--- src/rtl/dff_bank_arbiter.sv ---
// dff_bank_arbiter: round-robin arbiter/sequencer for one shared DFF bank.
// Ports: CLK/CLR clock and async reset; req/data_in per-requester request
//   and packed data lanes; grant/ack one-hot handshake; Q/Qn bank contents;
//   busy, owner (last writer) and write_cnt (completed writes) status.
module dff_bank_arbiter #(
   parameter int N_REQ = 4,
   parameter int WIDTH = 8,
   parameter int CNT_W = 8
) (
   input  logic                   CLK,
   input  logic                   CLR,
   input  logic [N_REQ-1:0]       req,
   input  logic [N_REQ*WIDTH-1:0] data_in,
   output logic [N_REQ-1:0]       grant,
   output logic [N_REQ-1:0]       ack,
   output logic [WIDTH-1:0]       Q,
   output logic [WIDTH-1:0]       Qn,
   output logic                   busy,
   output logic [2:0]             owner,
   output logic [CNT_W-1:0]       write_cnt
);

   typedef enum logic [1:0] {IDLE, GRANT, DONE} state_t;

   localparam logic [2:0] LAST_IDX = 3'(N_REQ - 1);

   state_t           state_q;
   logic [2:0]       last_q;
   logic [2:0]       win_q;
   logic [N_REQ-1:0] grant_q;
   logic [N_REQ-1:0] ack_q;
   logic [WIDTH-1:0] q_q;
   logic             busy_q;
   logic [2:0]       owner_q;
   logic [CNT_W-1:0] cnt_q;

   logic [2:0]       win_d;
   logic             found_d;
   logic [2:0]       cand;
   logic [7:0]       req_ext;

   // Zero-extended to 8 so a 3-bit index always selects in range.
   assign req_ext = 8'(req);

   // Search starts one past the last winner, so the most recent
   // writer ends up with the lowest priority.
   always_comb begin
      found_d = 1'b0;
      win_d   = '0;
      cand    = last_q;
      for (int k = 0; k < N_REQ; k++) begin
         cand = (cand == LAST_IDX) ? 3'd0 : cand + 3'd1;
         if (!found_d && req_ext[cand]) begin
            found_d = 1'b1;
            win_d   = cand;
         end
      end
   end

   always_ff @(posedge CLK or posedge CLR) begin
      if (CLR) begin
         state_q <= IDLE;
         last_q  <= LAST_IDX;
         win_q   <= '0;
         grant_q <= '0;
         ack_q   <= '0;
         q_q     <= '0;
         busy_q  <= 1'b0;
         owner_q <= '0;
         cnt_q   <= '0;
      end else begin
         case (state_q)
            IDLE: begin
               if (found_d) begin
                  grant_q <= N_REQ'(1) << win_d;
                  win_q   <= win_d;
                  busy_q  <= 1'b1;
                  state_q <= GRANT;
               end
            end
            GRANT: begin
               grant_q <= '0;
               if (req_ext[win_q]) begin
                  q_q     <= data_in[int'(win_q)*WIDTH +: WIDTH];
                  ack_q   <= N_REQ'(1) << win_q;
                  last_q  <= win_q;
                  owner_q <= win_q;
                  cnt_q   <= cnt_q + CNT_W'(1);
                  state_q <= DONE;
               end else begin
                  // Request withdrawn: abandon without touching the bank.
                  busy_q  <= 1'b0;
                  state_q <= IDLE;
               end
            end
            DONE: begin
               ack_q   <= '0;
               busy_q  <= 1'b0;
               state_q <= IDLE;
            end
            default: begin
               grant_q <= '0;
               ack_q   <= '0;
               busy_q  <= 1'b0;
               state_q <= IDLE;
            end
         endcase
      end
   end

   assign grant     = grant_q;
   assign ack       = ack_q;
   assign Q         = q_q;
   assign Qn        = ~q_q;
   assign busy      = busy_q;
   assign owner     = owner_q;
   assign write_cnt = cnt_q;

endmodule

--- config.mk ---
export PLATFORM = sky130hd
export DESIGN_NAME = dff_bank_arbiter
export DESIGN_NICKNAME = d
export VERILOG_FILES = /design/src/rtl/dff_bank_arbiter.sv
export SDC_FILE = /design/constraint.sdc
export NUM_CORES = 1
export LEC_CHECK = 0
export ABC_AREA = 1
export BUFFER_PORTS_ARGS = -buffer_cell sky130_fd_sc_hd__clkbuf_2
export CAP_MARGIN = 15
export CORE_UTILIZATION = 45
export DETAILED_ROUTE_END_ITERATION = 6
export PLACE_DENSITY = 0.76
export SYNTH_ARGS = -nofsm -noshare
export SYNTH_HDL_FRONTEND = slang
export SYNTH_SLANG_ARGS = --single-unit
export TNS_END_PERCENT = 5
--- constraint.sdc ---
create_clock -name CLK -period 2.2 [get_ports CLK]
set_input_delay 0.33 -clock CLK [delete_from_list [all_inputs] [get_ports CLK]]
set_output_delay 0.33 -clock CLK [all_outputs]
set_load 0.05 [all_outputs]
==> results of run 1 <==
## routing by layer
metal	GRT usage [%]	part of all wire, %	wire, um	vias to the layer above
li1	-	-	-	1021
met1	30.0	45	2250	917
met2	34.4	48	2390	76
met3	3.61	5.6	281	9
met4	9.11	1.5	75	0
met5	0	0	0	-
## critical path, cell delays in order (launching register included)
cell and delay, ps:
dfstp_2 550, inv_1 80, ha_4 290, buf_4 130, nand2_1 60, nand2_2 90, nand2_1 80, nand3_2 120
nand3_4 110, inv_2 70, nand2_2 80, nand2_4 100, inv_2 50, nand3_1 70, nand2_1 50
## sequential cells by signal (all words and copies together), names as in the netlist
| name | cells |
|---|---|
| Q | 8 |
| ack | 4 |
| busy | 1 |
| grant | 4 |
| last_q | 3 |
| owner | 2 |
| state_q | 2 |
| win_q | 3 |
| write_cnt | 8 |
## final cells by class
class                           count  share of cell area, %
Inverter                           31                   4.32
Tap cell                           52                   2.42
Multi-Input combinational cell    181                   41.4
Clock inverter                      2                  0.464
Sequential cell                    35                   32.6
Clock buffer                        6                   2.69
Timing Repair Buffer               82                   16.1
## cell usage after synthesis
cell type and number:
o221ai_2 1, nor3_2 2, or2_2 1, nand2_4 2, nor2_2 2, xnor2_1 3
nand3_4 1, nor2_4 2, inv_1 25, nand4_1 4, buf_4 3, xor2_1 2
nand2_1 55, o211ai_2 1, nand2_2 4, nand3_1 43, o21ai_1 1, buf_6 1
dfstp_2 2, nor3_1 2, o21ai_0 8, a41oi_1 8, clkbuf_1 2, a22oi_2 1
nor2_1 19, inv_2 6, a21oi_4 1, dfrtp_1 33, nand3b_1 1, nor2_8 1
buf_2 1, nand3_2 3, a22oi_1 8, ha_1 5
## logic make-up after synthesis
family                   after synthesis  synth area share [%]
AND/OR/NAND/NOR                      142                  34.1
buffers and inverters                 38                  7.78
flip-flops                            35                  42.0
AO/OA/AOI/OAI                         29                  11.1
XOR/XNOR                               5                  2.09
adder cells (fa/ha/maj)                5                  2.99
## stage by stage
stage | utilization (%) | TNS (ps) | instance area (um2) | setup slack (ps)
finish | 61.0 | 0 | 2690 | 141
CTS | 59.5 | 0 | 2630 | 24.5
global placement | 57.6 | 0 | 2540 | 118
floorplan | - | 0 | 2090 | 151
detailed placement | 57.6 | 0 | 2540 | 62.1
global route | 61.0 | -1.26 | 2690 | -1.26
## path summary, 6_finish.rpt
| check | from | slack, ps | endpoint | depth (start not counted) |
|---|---|---|---|---|
| worst max-delay path | last_q[1] | 140 | grant[0] | 14 |
| worst max register to register | last_q[1] | 140 | grant[0] | 14 |
| worst min-delay path | CLR | 100 | Q[3] | 3 |
| max in group asynchronous | CLR | 1760 | last_q[1] | 3 |
| worst min register to register | write_cnt[7] | 470 | write_cnt[7] | 1 |
| min in group CLK | data_in[22] | 320 | Q[6] | 3 |
==> metrics.cfg, run 1 <==
[final_layout]
register_area_um2 = 878
drive_gt1_share_pct = 38.0
most-common-layout-cells = 73 x clkbuf_2, 55 x nand2_1, 42 x nand3_1
fillers = 385
diodes = 0
area_growth_pct = 28.8
stdcell_count = 389
fin_nets = 379
final_common_cell = clkbuf_2
multiInputGateArea_um2 = 1120

[floorplan]
core_area_um2 = 4410
die_width_um = 70.2
initial_core_util_pct = 47.4
ioPinCount = 74
num_rows = 24
die_area_um2 = 4920
die_y_um = 70.2

[sta]
slew_headroom_pct = 68.8
final-setup-viol-count = 0
fin_crit_sh_pct = 93.6
skew_ps = 6.37
fmax_mhz = 486
hold_viol = 0
worst_pin_slew_ps = 469
slew_violations = 0
finalCriticalPeriod_ps = 2060
whs_ps = 101

[logic_synthesis]
synth_top_area_cell = dfrtp_1
syn-mean-instance-area_um2 = 8.23
synth.top_cell.area_share_pct = 39.5
syn_area_um2 = 2090
synthTopCellsByArea = dfrtp_1 39%, nand3_1 10%, nand2_1 9.9%
synth_warnings = 0
synthCells = 254
ys_seq_area_share_pct = 42.0
synth-seq-cells = 35
yosysUniqueCellTypes = 34
synth_nets = 297

[detailed_routing]
routed_wl_um = 4990
drc_errors = 0
drt_pass1_iterations = 4
drt_iter0_drc = 119
ant_nets = 0
vias_per_cell = 5.20
wl_per_cell_um = 12.8
vias = 2023

[cts]
cts_buffers = 5
insertion_delay_ps = 290
post-cts-setup-buffer-count = 0
cts_resized = 0
clkTransAtPathRegs_ps = 70
cts_tree = built
cts_hold_buf = 0
cts_buffer_depth = 2
htree_levels = 2
cts_sinks = 35
cts-root-buf = clkbuf_8

[global_routing]
grt_overflow_total = 0
grt_pass1_vias = 1913
grt_max_degree = 36
antenna_found_initial = 0
grt_pass1_wl_um = 8630
track_usage_pct = 21.9

[run_status]
status = finished, final reports clean

[critical_path]
cp-end-kind = register
start_kind = register
cp.required_ps = 2380
path_max_fanout = 6
cp_data_arrival_time_ps = 2230
worstSetupPathType = register to register

[place]
gp_congestion = 0.858
place_inst = 381
portBuffers = 73
hpwl_um = 3820

[run]
cap_violations = 0

[hold_path]
hold_class = input pin to async pin

Power of run 1 is left out: the tool's default activity adds up to more than one toggle a clock period on the data nets, which glitch-free logic cannot reach.
==> run 2: changes to the inputs <==
Settings changed: ABC_AREA 1 to default, CELL_PAD_IN_SITES_DETAIL_PLACEMENT from default to 0, CELL_PAD_IN_SITES_GLOBAL_PLACEMENT from default to 1, CORE_UTILIZATION 45 to 33, PLACE_DENSITY 0.76 to default, PLACE_DENSITY_LB_ADDON from default to 0.1.
==> run 2 against run 1 <==
  * The run now ends with setup timing left
  * Global-route usage decreased by 5.2 points
  * Critical path type unchanged
  * Design area grew 2.1%
  * Register-to-register slack got worse by 400 ps
  * Utilization down 12 points
  * Synthesized cell count decreased by 23%
  * Count of clock-buffer cells in the layout is 1 higher
  * Highest routed layer unchanged
  * Setup slack lost 400 ps
  * Critical path depth down 6
  * Cell count fell by 5.9%
==> metrics.cfg, run 2 <==
[pwr]
power_mw = 5.02
power.leakage_nw = 1.35
ir_worst_vdd_mv = 0.804
p_per_area_nw_per_um2 = 1820

[final_layout]
final_common_cell = clkbuf_2
most-common-layout-cells = 73 x clkbuf_2, 33 x dfrtp_1, 31 x nand2_1
design_area_um2 = 2750
drive_gt1_share_pct = 47.3
stdcell_count = 366
diodes = 0
final_core_util_pct = 48.8
fin_nets = 336
area_growth_pct = 39.9

[critical_path]
crit_chain = inv_2, ha_2, or4b_4, or2_1, a41o_1, a31o_1, or3_1, a21oi_2
timing.critical_path.slowest_stage_cell = dfstp_2
start_kind = register
r2r_cells = 8
cp-end-kind = register
r2r-start = last_q[1]
crit_family = simple AND/OR/NAND/NOR gates
slowest_delay_ps = 550
regToRegEndpoint = grant[0]
cp.required_ps = 2410
path_max_fanout = 3
worstSetupPathType = register to register
r2r_setup_slack_ps = -260
cp_data_arrival_time_ps = 2670
critPathBufInv = 1

[global_routing]
antenna_found_initial = 0
track_usage_pct = 16.7
grt_pass1_vias = 1738
grt_max_degree = 36
grt_pass1_wl_um = 8160
grt_overflow_total = 0

[logic_synthesis]
yosysUniqueCellTypes = 47
synth_most_common_cell = dfrtp_1
syn-mean-instance-area_um2 = 10.1
netlist_top_cells_count = 33 x dfrtp_1, 31 x nand2_1, 17 x o21ai_0
synth_ff_type = dfrtp_1
syn_area_um2 = 1970
synth_top_area_cell = dfrtp_1
synth_edf_count = 0
synth.top_cell.area_share_pct = 42.0
synth_warnings = 0
ys_seq_area_share_pct = 44.7
synth-seq-cells = 35
synth-async-reset-ratio_pct = 100
synthCells = 195
synthTopCellsByArea = dfrtp_1 42%, mux4_2 10%, nand2_1 5.9%
synth_nets = 238

[place]
gp_congestion = 0.819
dpl_cell_area_um2 = 2640
portBuffers = 73
place_ws_ps = -318
hpwl_um = 3740
place_inst = 356

[cts]
insertion_delay_ps = 290
cts_buffers = 5
cts_buffer_depth = 2
cts_tree = built
clkTransAtPathRegs_ps = 70
cts_sinks = 35
cts-root-buf = clkbuf_8
htree_levels = 2

[sta]
setup_tns_ps = -1690
hold_viol = 0
skew_ps = 8.25
finalCriticalPeriod_ps = 2460
fmax_mhz = 407
worst_slack_ps = -255
worst_pin_slew_ps = 427
final-setup-viol-count = 9
slew_headroom_pct = 71.6
fin_crit_sh_pct = 112
slew_violations = 0
whs_ps = 107
rsz0062_at_grt = true

[floorplan]
num_rows = 27
initial_core_util_pct = 34.9
die_width_um = 79.2
die_area_um2 = 6270
core_area_um2 = 5640
die_y_um = 79.2
ioPinCount = 74

[detailed_routing]
vias_per_cell = 4.89
drt_iter0_drc = 53
drc_errors = 0
routed_wl_um = 4830
vias = 1788
drt_pass1_iterations = 4
ant_nets = 0
wl_per_cell_um = 13.2

[run]
cap_violations = 0

[run_status]
status = finished with violations
violations = setup timing

[hold_path]
hold_class = input pin to async pin

-- run 2: cell types whose count changed in the layout (fill, tap and decap cells not counted), moves of 4 or more --
cell     before  now
o21ai_0       8   16
nor2_1       15    6
a22oi_1       8    0
nor2b_1       0    4
nor2_2        6    0
a31oi_1       0    4
a41oi_1       8    0
nand3_1      42    7
inv_2         7    2
mux4_2        0    9
inv_1        24   10
a21oi_1       0    8
nand2_1      55   31
buf_4         9   26
-- run 2: where the power goes --
| part | internal [mW] | leakage (nW) | switching (mW) |
|---|---|---|---|
| combinational | 1.33 | 0.861 | 2.12 |
| sequential | 0.915 | 0.444 | 0.203 |
| clock | 0.222 | 0.0422 | 0.218 |
| total | 2.47 | 1.35 | 2.55 |
-- run 2: cells by family (layout without fill, tap and decap cells) --
family          count (synthesis)  count (layout)  share of synthesized area, %
simple gates                   67              67                          16.8
flops                          35              35                          44.7
fa+ha+maj                       5               5                          3.18
xor+xnor                        7               7                          3.12
mux                            14              14                          13.0
compound gates                 45              45                          14.6
buf+inv                        22             121                          4.64
-- run 2: routing by layer --
layer | up-vias | global-route usage (%) | share of wire [%] | wire [um]
met3 | 7 | 3.79 | 3.7 | 179
li1 | 890 | - | - | -
met4 | 0 | 4.91 | 1.1 | 51
met1 | 855 | 22.4 | 46 | 2210
met2 | 36 | 26.9 | 50 | 2390
met5 | - | 0 | 0 | 0
-- run 2: worst max path at each step --
stage | startpoint | endpoint | slack, ps | cells after the start
final | last_q[1] | grant[0] | -260 | 8
after global routing | last_q[1] | grant[0] | -380 | 9
after CTS | last_q[1] | grant[0] | -250 | 9
after detailed placement | last_q[1] | grant[0] | -320 | 9
after global placement | last_q[1] | grant[0] | -330 | 10
after floorplan | last_q[1] | grant[0] | -270 | 8
-- run 2: worst min-delay path: stages --
cell and delay, ps:
clkbuf_2 80, inv_1 40, buf_4 370
-- run 2: final cells by class --
type	instances	area, um2
multi-input combinational	138	1070
sequential	35	878
fill	538	2890
inverter	13	51.3
tap	72	90.1
clock inverter	1	5.00
timing repair buffer	100	581
clock buffer	7	76.3
-- run 2: timing repair --
action                     CTS  global route
hold buffers                 0             0
setup buffers                1             1
setup endpoints to repair    9             9
resized for setup            2             2
pin swaps                    7             1
(Power assumes the default switching activity.)
==> run 3: changes to the inputs <==
Settings changed: CORE_MARGIN from default to 4.
==> run 3 against run 2 <==
  * The run still ends with setup timing left
  * Count of clock-buffer cells in the layout down 2
  * Combinational power up 3%
  * Routed wire length up 11%
  * Clock skew up 3.1 ps
  * Via count up 0.22%
==> metrics.cfg, run 3 (synthesis gave the netlist of run 2 again) <==
[sta]
skew_ps = 11.3
slew_headroom_pct = 70.9
rsz0062_at_grt = true
whs_ps = 103
hold_viol = 0
final-setup-viol-count = 9
worst_pin_slew_ps = 437
finalCriticalPeriod_ps = 2470
setup_tns_ps = -1660
worst_slack_ps = -267
slew_violations = 0
fmax_mhz = 405
fin_crit_sh_pct = 112

[floorplan]
die_area_um2 = 7260
ioPinCount = 74
die_y_um = 85.2
die_width_um = 85.2
core_area_um2 = 5640
initial_core_util_pct = 34.9
num_rows = 27

[final_layout]
most-common-layout-cells = 73 x clkbuf_2, 33 x dfrtp_1, 30 x nand2_1
diodes = 0
fin_nets = 338
design_area_um2 = 2840
fillers = 550
final_common_cell = clkbuf_2
area_growth_pct = 44.4
drive_gt1_share_pct = 49.7

[detailed_routing]
ant_nets = 0
drt_pass1_iterations = 4
vias = 1792
drc_errors = 0
drt_iter0_drc = 79
vias_per_cell = 4.87
routed_wl_um = 5360
wl_per_cell_um = 14.6

[cts]
htree_levels = 2
cts_tree = built
cts_buffers = 5
cts_hold_buf = 0
clkTransAtPathRegs_ps = 80
cts-root-buf = clkbuf_8
cts_sinks = 35
cts_buffer_depth = 2
insertion_delay_ps = 290

[global_routing]
grt_pass1_wl_um = 9080
grt_overflow_total = 0
grt_pass1_vias = 1802
grt_max_degree = 36
track_usage_pct = 15.6
antenna_found_initial = 0

[pwr]
ir_worst_vdd_mv = 1.39
power_mw = 5.41
power.leakage_nw = 1.39
p_per_area_nw_per_um2 = 1900

[critical_path]
cp-end-kind = register
worstSetupPathType = register to register
start_kind = register
cp_data_arrival_time_ps = 2690
path_max_fanout = 5
cp.required_ps = 2420

[hold_path]
hold_class = input pin to async pin

[place]
dpl_cell_area_um2 = 2660
hpwl_um = 4120
gp_congestion = 0.860
portBuffers = 73
place_ws_ps = -321

[run]
cap_violations = 0

[run_status]
violations = setup timing
status = finished with violations

## run 3: worst max-delay path, cell delays in order, from the launching register on
cell and delay (ps):
dfstp_2 550, inv_2 50, ha_2 170, or4b_4 510, or2_1 240, o31a_1 140
a41oi_2 170, o22ai_2 120, or3_1 340, a21oi_2 120
## run 3: repair_timing
item / CTS / global route
buffers inserted: 2 / 0
hold endpoints to repair: 0 / 0
pin swaps: 10 / 1
setup endpoints to repair: 9 / 9
gates resized for setup: 11 / 3
gates cloned: 0 / 0
## run 3: where the power goes
part	leakage, nW	internal (mW)	switching [mW]
Combinational	0.878	1.40	2.19
Sequential	0.444	0.914	0.210
Clock	0.0644	0.452	0.247
## run 3: routing by layer
| metal | up-vias | share of wire, % | GRT usage [%] |
|---|---|---|---|
| met2 | 45 | 51 | 26.5 |
| met4 | 0 | 0.47 | 3.02 |
| met3 | 2 | 4.3 | 4.76 |
| met1 | 850 | 44 | 19.8 |
| met5 | - | 0 | 0 |
| li1 | 895 | - | - |
## run 3: area by class of cell
type / instances / area, um2 / area share [%]
clock buffers: 5 / 68.8 / 2.42
flip-flops and latches: 35 / 878 / 30.9
multi-input cells: 138 / 1080 / 38.2
clock inverters: 3 / 67.6 / 2.38
inverters: 13 / 51.3 / 1.81
repair buffers: 102 / 599 / 21.1
well taps: 72 / 90.1 / 3.17
## run 3: path summary, 6_finish.rpt
kind	start	to	slack, ps	cells past startpoint
setup / recovery	last_q[1]	grant[2]	-270	9
hold / removal	CLR	write_cnt[2]	100	3
setup reg to reg	last_q[1]	grant[2]	-270	9
hold reg to reg	write_cnt[7]	write_cnt[7]	480	1
max in group asynchronous	CLR	last_q[1]	1760	3
min in group CLK	data_in[2]	Q[2]	450	4
## run 3: metrics by stage
stage | utilization [%] | std cells
after floorplan | - | 195
after global placement | 47.1 | 358
after detailed placement | 47.1 | 358
after CTS | 50.3 | 368
after global routing | 50.3 | 368
final | 50.3 | 368
